## config.mk

```make
export PLATFORM = sky130hd
export DESIGN_NAME = divider
export DESIGN_NICKNAME = d
export VERILOG_FILES = /design/src/rtl/divider_pkg.sv /design/src/rtl/divider.sv
export SDC_FILE = /design/constraint.sdc
export NUM_CORES = 1
export LEC_CHECK = 0
export CAP_MARGIN = 5
export CORE_UTILIZATION = 30
export DETAILED_ROUTE_END_ITERATION = 10
export HOLD_SLACK_MARGIN = 0.08
export PLACE_DENSITY = 0.45
export SYNTH_ARGS = -nofsm -noshare
export SYNTH_HDL_FRONTEND = slang
export SYNTH_SLANG_ARGS = --single-unit
```

## constraint.sdc

```tcl
create_clock -name clk -period 11.54 [get_ports clk]
set_clock_uncertainty 0.2 [all_clocks]
set_input_delay 2.308 -clock clk [delete_from_list [all_inputs] [get_ports clk]]
set_output_delay 2.308 -clock clk [all_outputs]
set_load 0.05 [all_outputs]
```

## src/rtl/divider_pkg.sv

```systemverilog
// divider_pkg: shared divider encodings, bus widths and negation helper
package divider_pkg;
  localparam int REG_BUS = 32;
  localparam int DOUBLE_REG_BUS = 64;
  localparam logic DIV_START = 1'b1;
  localparam logic DIV_STOP = 1'b0;
  localparam logic DIV_RESULT_READY = 1'b1;
  localparam logic DIV_RESULT_NOT_READY = 1'b0;
  typedef enum logic [1:0] {
    DIV_FREE    = 2'b00,
    DIV_BY_ZERO = 2'b01,
    DIV_ON      = 2'b10,
    DIV_END     = 2'b11
  } div_state_e;
  function automatic logic [REG_BUS-1:0] neg(input logic [REG_BUS-1:0] v);
    return ~v + 1'b1;
  endfunction
endpackage

```

## src/rtl/divider.sv

```systemverilog
// divider: multi-cycle 32-bit restoring divider for DIV/DIVU (one quotient bit per cycle)
//   clk           rising-edge clock
//   rst           asynchronous active-low reset
//   signed_div_in 1 = DIV (signed), 0 = DIVU
//   opdata1_in    dividend, latched at start
//   opdata2_in    divisor, latched at start
//   start_in      start level, held high until ready_out is seen
//   annul_in      abort (pipeline flush)
//   result_out    {remainder, quotient}, registered
//   ready_out     result_out valid, registered
//   Optional macro DIV_ZERO_DETECT_EN: zero divisor short-circuits to a zero result.
module divider
  import divider_pkg::*;
(
  input  logic                      clk,
  input  logic                      rst,
  input  logic                      signed_div_in,
  input  logic [REG_BUS-1:0]        opdata1_in,
  input  logic [REG_BUS-1:0]        opdata2_in,
  input  logic                      start_in,
  input  logic                      annul_in,
  output logic [DOUBLE_REG_BUS-1:0] result_out,
  output logic                      ready_out
);
  div_state_e state, state_nxt;
  // {partial remainder, dividend}; the shifted-out top bit is always 0, so 64 bits suffice
  logic [63:0] acc;
  logic [31:0] dvs;
  logic [5:0] cnt;
  logic s1, s2, sgn;
  logic [63:0] res;
  logic [32:0] diff;
  logic [63:0] step;
  logic [31:0] fix_q, fix_r;
  logic zero_div, go, abort, last;
`ifdef DIV_ZERO_DETECT_EN
  assign zero_div = opdata2_in == '0;
`else
  assign zero_div = 1'b0;
`endif
  assign go = start_in == DIV_START && !annul_in;
  assign abort = annul_in || start_in == DIV_STOP;
  assign last = cnt == 6'd31;
  // trial subtraction of the divisor from the shifted upper 33 bits
  assign diff = acc[63:31] - {1'b0, dvs};
  assign step = diff[32] ? {acc[62:0], 1'b0} : {diff[31:0], acc[30:0], 1'b1};
  assign fix_q = sgn && (s1 ^ s2) ? neg(step[31:0]) : step[31:0];
  assign fix_r = sgn && s1 ? neg(step[63:32]) : step[63:32];
  always_ff @(posedge clk or negedge rst)
    if (!rst) state <= DIV_FREE;
    else state <= state_nxt;
  always_comb begin
    state_nxt = state;
    unique case (state)
      DIV_FREE:    state_nxt = go ? (zero_div ? DIV_BY_ZERO : DIV_ON) : DIV_FREE;
      DIV_BY_ZERO: state_nxt = DIV_END;
      DIV_ON:      state_nxt = abort ? DIV_FREE : (last ? DIV_END : DIV_ON);
      DIV_END:     state_nxt = start_in == DIV_START ? DIV_END : DIV_FREE;
    endcase
  end
  always_ff @(posedge clk or negedge rst)
    if (!rst) begin
      result_out <= '0;
      ready_out <= DIV_RESULT_NOT_READY;
      acc <= '0;
      dvs <= '0;
      cnt <= '0;
      s1 <= 1'b0;
      s2 <= 1'b0;
      sgn <= 1'b0;
      res <= '0;
    end else begin
      unique case (state)
        DIV_FREE: begin
          result_out <= '0;
          ready_out <= DIV_RESULT_NOT_READY;
          if (go) begin
            acc <= {32'd0, signed_div_in && opdata1_in[31] ? neg(opdata1_in) : opdata1_in};
            dvs <= signed_div_in && opdata2_in[31] ? neg(opdata2_in) : opdata2_in;
            s1 <= opdata1_in[31];
            s2 <= opdata2_in[31];
            sgn <= signed_div_in;
            cnt <= '0;
          end
        end
        DIV_BY_ZERO: res <= '0;
        DIV_ON:
          if (abort) begin
            cnt <= '0;
            ready_out <= DIV_RESULT_NOT_READY;
          end else begin
            acc <= step;
            cnt <= cnt + 6'd1;
            if (last) res <= {fix_r, fix_q};
          end
        DIV_END: begin
          result_out <= start_in == DIV_START ? res : '0;
          ready_out <= start_in == DIV_START ? DIV_RESULT_READY : DIV_RESULT_NOT_READY;
        end
      endcase
    end
endmodule

```

==> results.py <==
metrics = {
    "clock_tree": {
        "cts_root_buf": "clkbuf_16",
        "cts_buffers": 28,
        "ctsHoldBuffers": 0,
        "clk_path_buf_depth": 3,
        "post_cts_resized": 0,
        "cts.sinks": 236,
        "cts_setup_buffers": 0,
        "cts-htree-levels": 1,
        "insertion_delay_ns": 0.56,
        "clkTransAtPathRegs_ns": 0.06,
        "cts_tree": "built",
    },
    "floorplanning": {
        "coreArea_mm2": 0.0477,
        "start_util_pct": 30.4,
        "num_rows": 80,
        "die_width_um": 222,
        "ios": 134,
        "die_y_um": 222,
        "die_area_mm2": 0.0493,
    },
    "global_route": {
        "grt_pass1_wl_um": 72700,
        "grt_pass1_vias": 12000,
        "overflow": 0,
        "antenna_found_initial": 0,
        "grtUsageTotal_pct": 18.5,
        "grt_max_degree": 110,
    },
    "synthesis": {
        "synth.yosys.warnings": 0,
        "synth_top_flop_cell": "dfrtp_1",
        "synth_edf_count": 0,
        "ys_ff_latch": 236,
        "netlist.area_leader.share_pct": 40.6,
        "syn_avg_cell_area_um2": 8.66,
        "ys_types": 78,
        "syn_inst": 1679,
        "ys_async_sr_fraction_pct": 100,
        "mappedNetlistArea_mm2": 0.0145,
        "synth-seq-area-share_pct": 40.6,
        "synth_nets": 1791,
        "synth_area_leaders": "dfrtp_1 41%, o21ai_0 7.1%, nand2_1 6.2%",
        "yosysTopAreaCell": "dfrtp_1",
    },
    "place": {
        "io_buffers": 133,
        "gp_congestion": 0.867,
        "place_ws_ns": 5.39,
        "dp_hpwl_um": 34800,
        "post_dp_cell_area_mm2": 0.0164,
    },
    "worst_setup_path": {
        "critPathLaunchType": "flip-flop",
        "cp_data_required_time_ns": 11.81,
        "end_kind": "flip-flop",
        "critPathTopFamily": "compound AO/OA/AOI/OAI gates",
        "rr_endpoint": "res[62]$_DFFE_PN0P_",
        "r2r-start": "acc[46]$_DFFE_PN0P_",
        "crit_slowest_cell": "ha_1",
        "arrival_ns": 6.50,
        "path_buf_inv": 2,
        "critPathKind": "reg2reg",
        "crit_chain": "ha_1 -> nand4_1 -> nor2_1 -> nand3_2 -> a2111oi_4 -> o31a_1 -> nor2_4 -> inv_2 -> buf_4 -> nor2_1 -> a21oi_1 -> ha_1 -> nand3_1 -> or4_1 -> or4b_1 -> mux2i_1 -> a21oi_1 -> a21oi_1 -> a21boi_0 -> o31ai_1",
        "cp_common_cell": "a21oi_1",
        "r2r_setup_slack_ns": 5.30,
        "reg2regPathDepth": 20,
        "slowest_delay_ns": 0.61,
        "crit_fanout": 46,
    },
    "route": {
        "vias": 12600,
        "dr_wl_met2_um": 19200,
        "highest_layer": "met4",
        "wl_per_cell_um": 19.3,
        "drtIter0Drc": 793,
        "wl_met3_um": 1890,
        "drt_first_pass_iters": 5,
        "wl_um": 46400,
        "drt-vias-per-instance": 5.26,
        "drtAntennaViolNets": 0,
        "drt-met1-wl_um": 24700,
        "drcViolationCount": 0,
    },
    "run": {
        "max_cap_viol_count": 0,
    },
    "layout": {
        "multi_input_area_mm2": 0.00809,
        "regArea_mm2": 0.00591,
        "final_common_cell": "nand2_1",
        "final_nets": 1876,
        "utilization_pct": 36.5,
        "layout_common_cells": "239 x nand2_1, 236 x dfrtp_1, 207 x o21ai_0",
        "finish.instance_area_mm2": 0.0174,
        "fillers": 4893,
        "syn2layout_area_growth_pct": 19.9,
        "drive_gt1_share_pct": 5.38,
        "insertedDiodeCount": 0,
    },
    "sta": {
        "final.setup.tns_ns": 0,
        "rsz0062_at_grt": "no",
        "hold_viol": 0,
        "tightest_slew_ns": 0.901,
        "setup_viol": 0,
        "maxSlewHeadroom_pct": 40.0,
        "drv_slew": 0,
        "max_freq_ghz": 0.160,
        "post-route-period-util_pct": 54.0,
        "fin_crit_ns": 6.24,
        "setup_ws_ns": 5.30,
    },
    "hold_path": {
        "holdCritStartpoint": "dvs[23]$_DFFE_PN0P_",
        "min_to": "dvs[23]$_DFFE_PN0P_",
        "min_path_type": "reg2reg",
        "min_delay_path_depth": 2,
    },
    "power": {
        "p_leak_nw": 7.35,
        "powerDensity_mw_per_mm2": 343,
        "ir_drop_v": 0.000238,
    },
    "outcome": {
        "status": "finished, final reports clean",
    },
}
-- state kept, by name, indices dropped and copies added (netlist names), named ones only --
register,flops
state,1
result_out,64
ready_out,1
s2,1
acc,64
sgn,1
res,64
dvs,32
s1,1
cnt,6
-- per-stage QoR --
| step | cells | power [mW] | hold slack [ns] |
|---|---|---|---|
| finish | 2399 | 5.98 | 0.275 |
| floorplan | 1679 | 3.86 | 0.249 |
| detailed placement | 2349 | 5.00 | 0.270 |
| global placement | 2349 | 4.98 | 0.264 |
| global route | 2399 | 6.43 | 0.297 |
| CTS | 2399 | 5.98 | 0.282 |
-- cells in the mapped netlist (all sizes together) (5+ instances only) --
master	count
nand2	240
dfrtp	236
o21ai	211
a21oi	129
nor2	98
clkbuf	71
a22o	70
xor2	69
xnor2	60
inv	55
ha	42
nor3	35
mux2i	29
nand3	24
buf	23
nor4	23
or3	23
o31ai	21
a31oi	18
and2	18
and3	18
nand4	12
a21o	11
o211ai	11
o41ai	11
or4	11
mux2	8
nor3b	8
a211oi	7
and4	7
nand2b	7
or2	6
nand3b	5
o21a	5
-- kinds of logic (layout without fill, tap and decap cells) --
logic type / count (synthesis) / count (layout) / share of synthesized area (%)
buffers and inverters: 149 / 254 / 3.99
xor gates and xnor gates: 129 / 129 / 7.77
AOI/OAI and AO/OA: 540 / 540 / 23.5
and+or+nand+nor: 545 / 545 / 17.7
DFF: 236 / 236 / 40.6
muxes: 37 / 37 / 2.64
adders and majority gates: 43 / 43 / 3.75
-- where the power goes --
part | total [mW] | internal, mW | switching, mW
Combinational | 3.80 | 1.34 | 2.46
Clock | 0.957 | 0.595 | 0.362
Sequential | 1.22 | 0.991 | 0.233
-- worst max-delay path by stage --
stage / slack, ns / depth (start not counted) / from / end
finish: 5.30 / 20 / acc[46]$_DFFE_PN0P_ / res[62]$_DFFE_PN0P_
global route: 4.92 / 21 / acc[46]$_DFFE_PN0P_ / res[56]$_DFFE_PN0P_
CTS: 5.33 / 20 / acc[46]$_DFFE_PN0P_ / res[62]$_DFFE_PN0P_
detailed placement: 5.39 / 20 / acc[46]$_DFFE_PN0P_ / res[62]$_DFFE_PN0P_
global placement: 5.48 / 20 / acc[46]$_DFFE_PN0P_ / res[62]$_DFFE_PN0P_
floorplan: 6.31 / 23 / acc[31]$_DFFE_PN0P_ / res[62]$_DFFE_PN0P_
-- metal layers --
metal / vias up / track usage, %
li1: 6251 / -
met4: 0 / 3.56
met5: - / 0
met2: 282 / 26.4
met3: 40 / 1.87
met1: 6040 / 29.7
-- tightest hold or removal path, delay by kind of cell, from the launching register on --
family          cells  cell delay (ns)
flops               1             0.33
compound gates      1             0.06
simple gates        1             0.05
-- cell type report --
| type | instances | area share, % |
|---|---|---|
| multi-input cells | 1294 | 46.4 |
| flip-flops and latches | 236 | 33.9 |
| repair buffers | 149 | 8.36 |
| clock buffers | 40 | 4.62 |
| well taps | 615 | 4.42 |
| inverters | 55 | 1.18 |
| clock inverters | 10 | 1.09 |
Note: power is estimated with default switching activity, not from simulation.
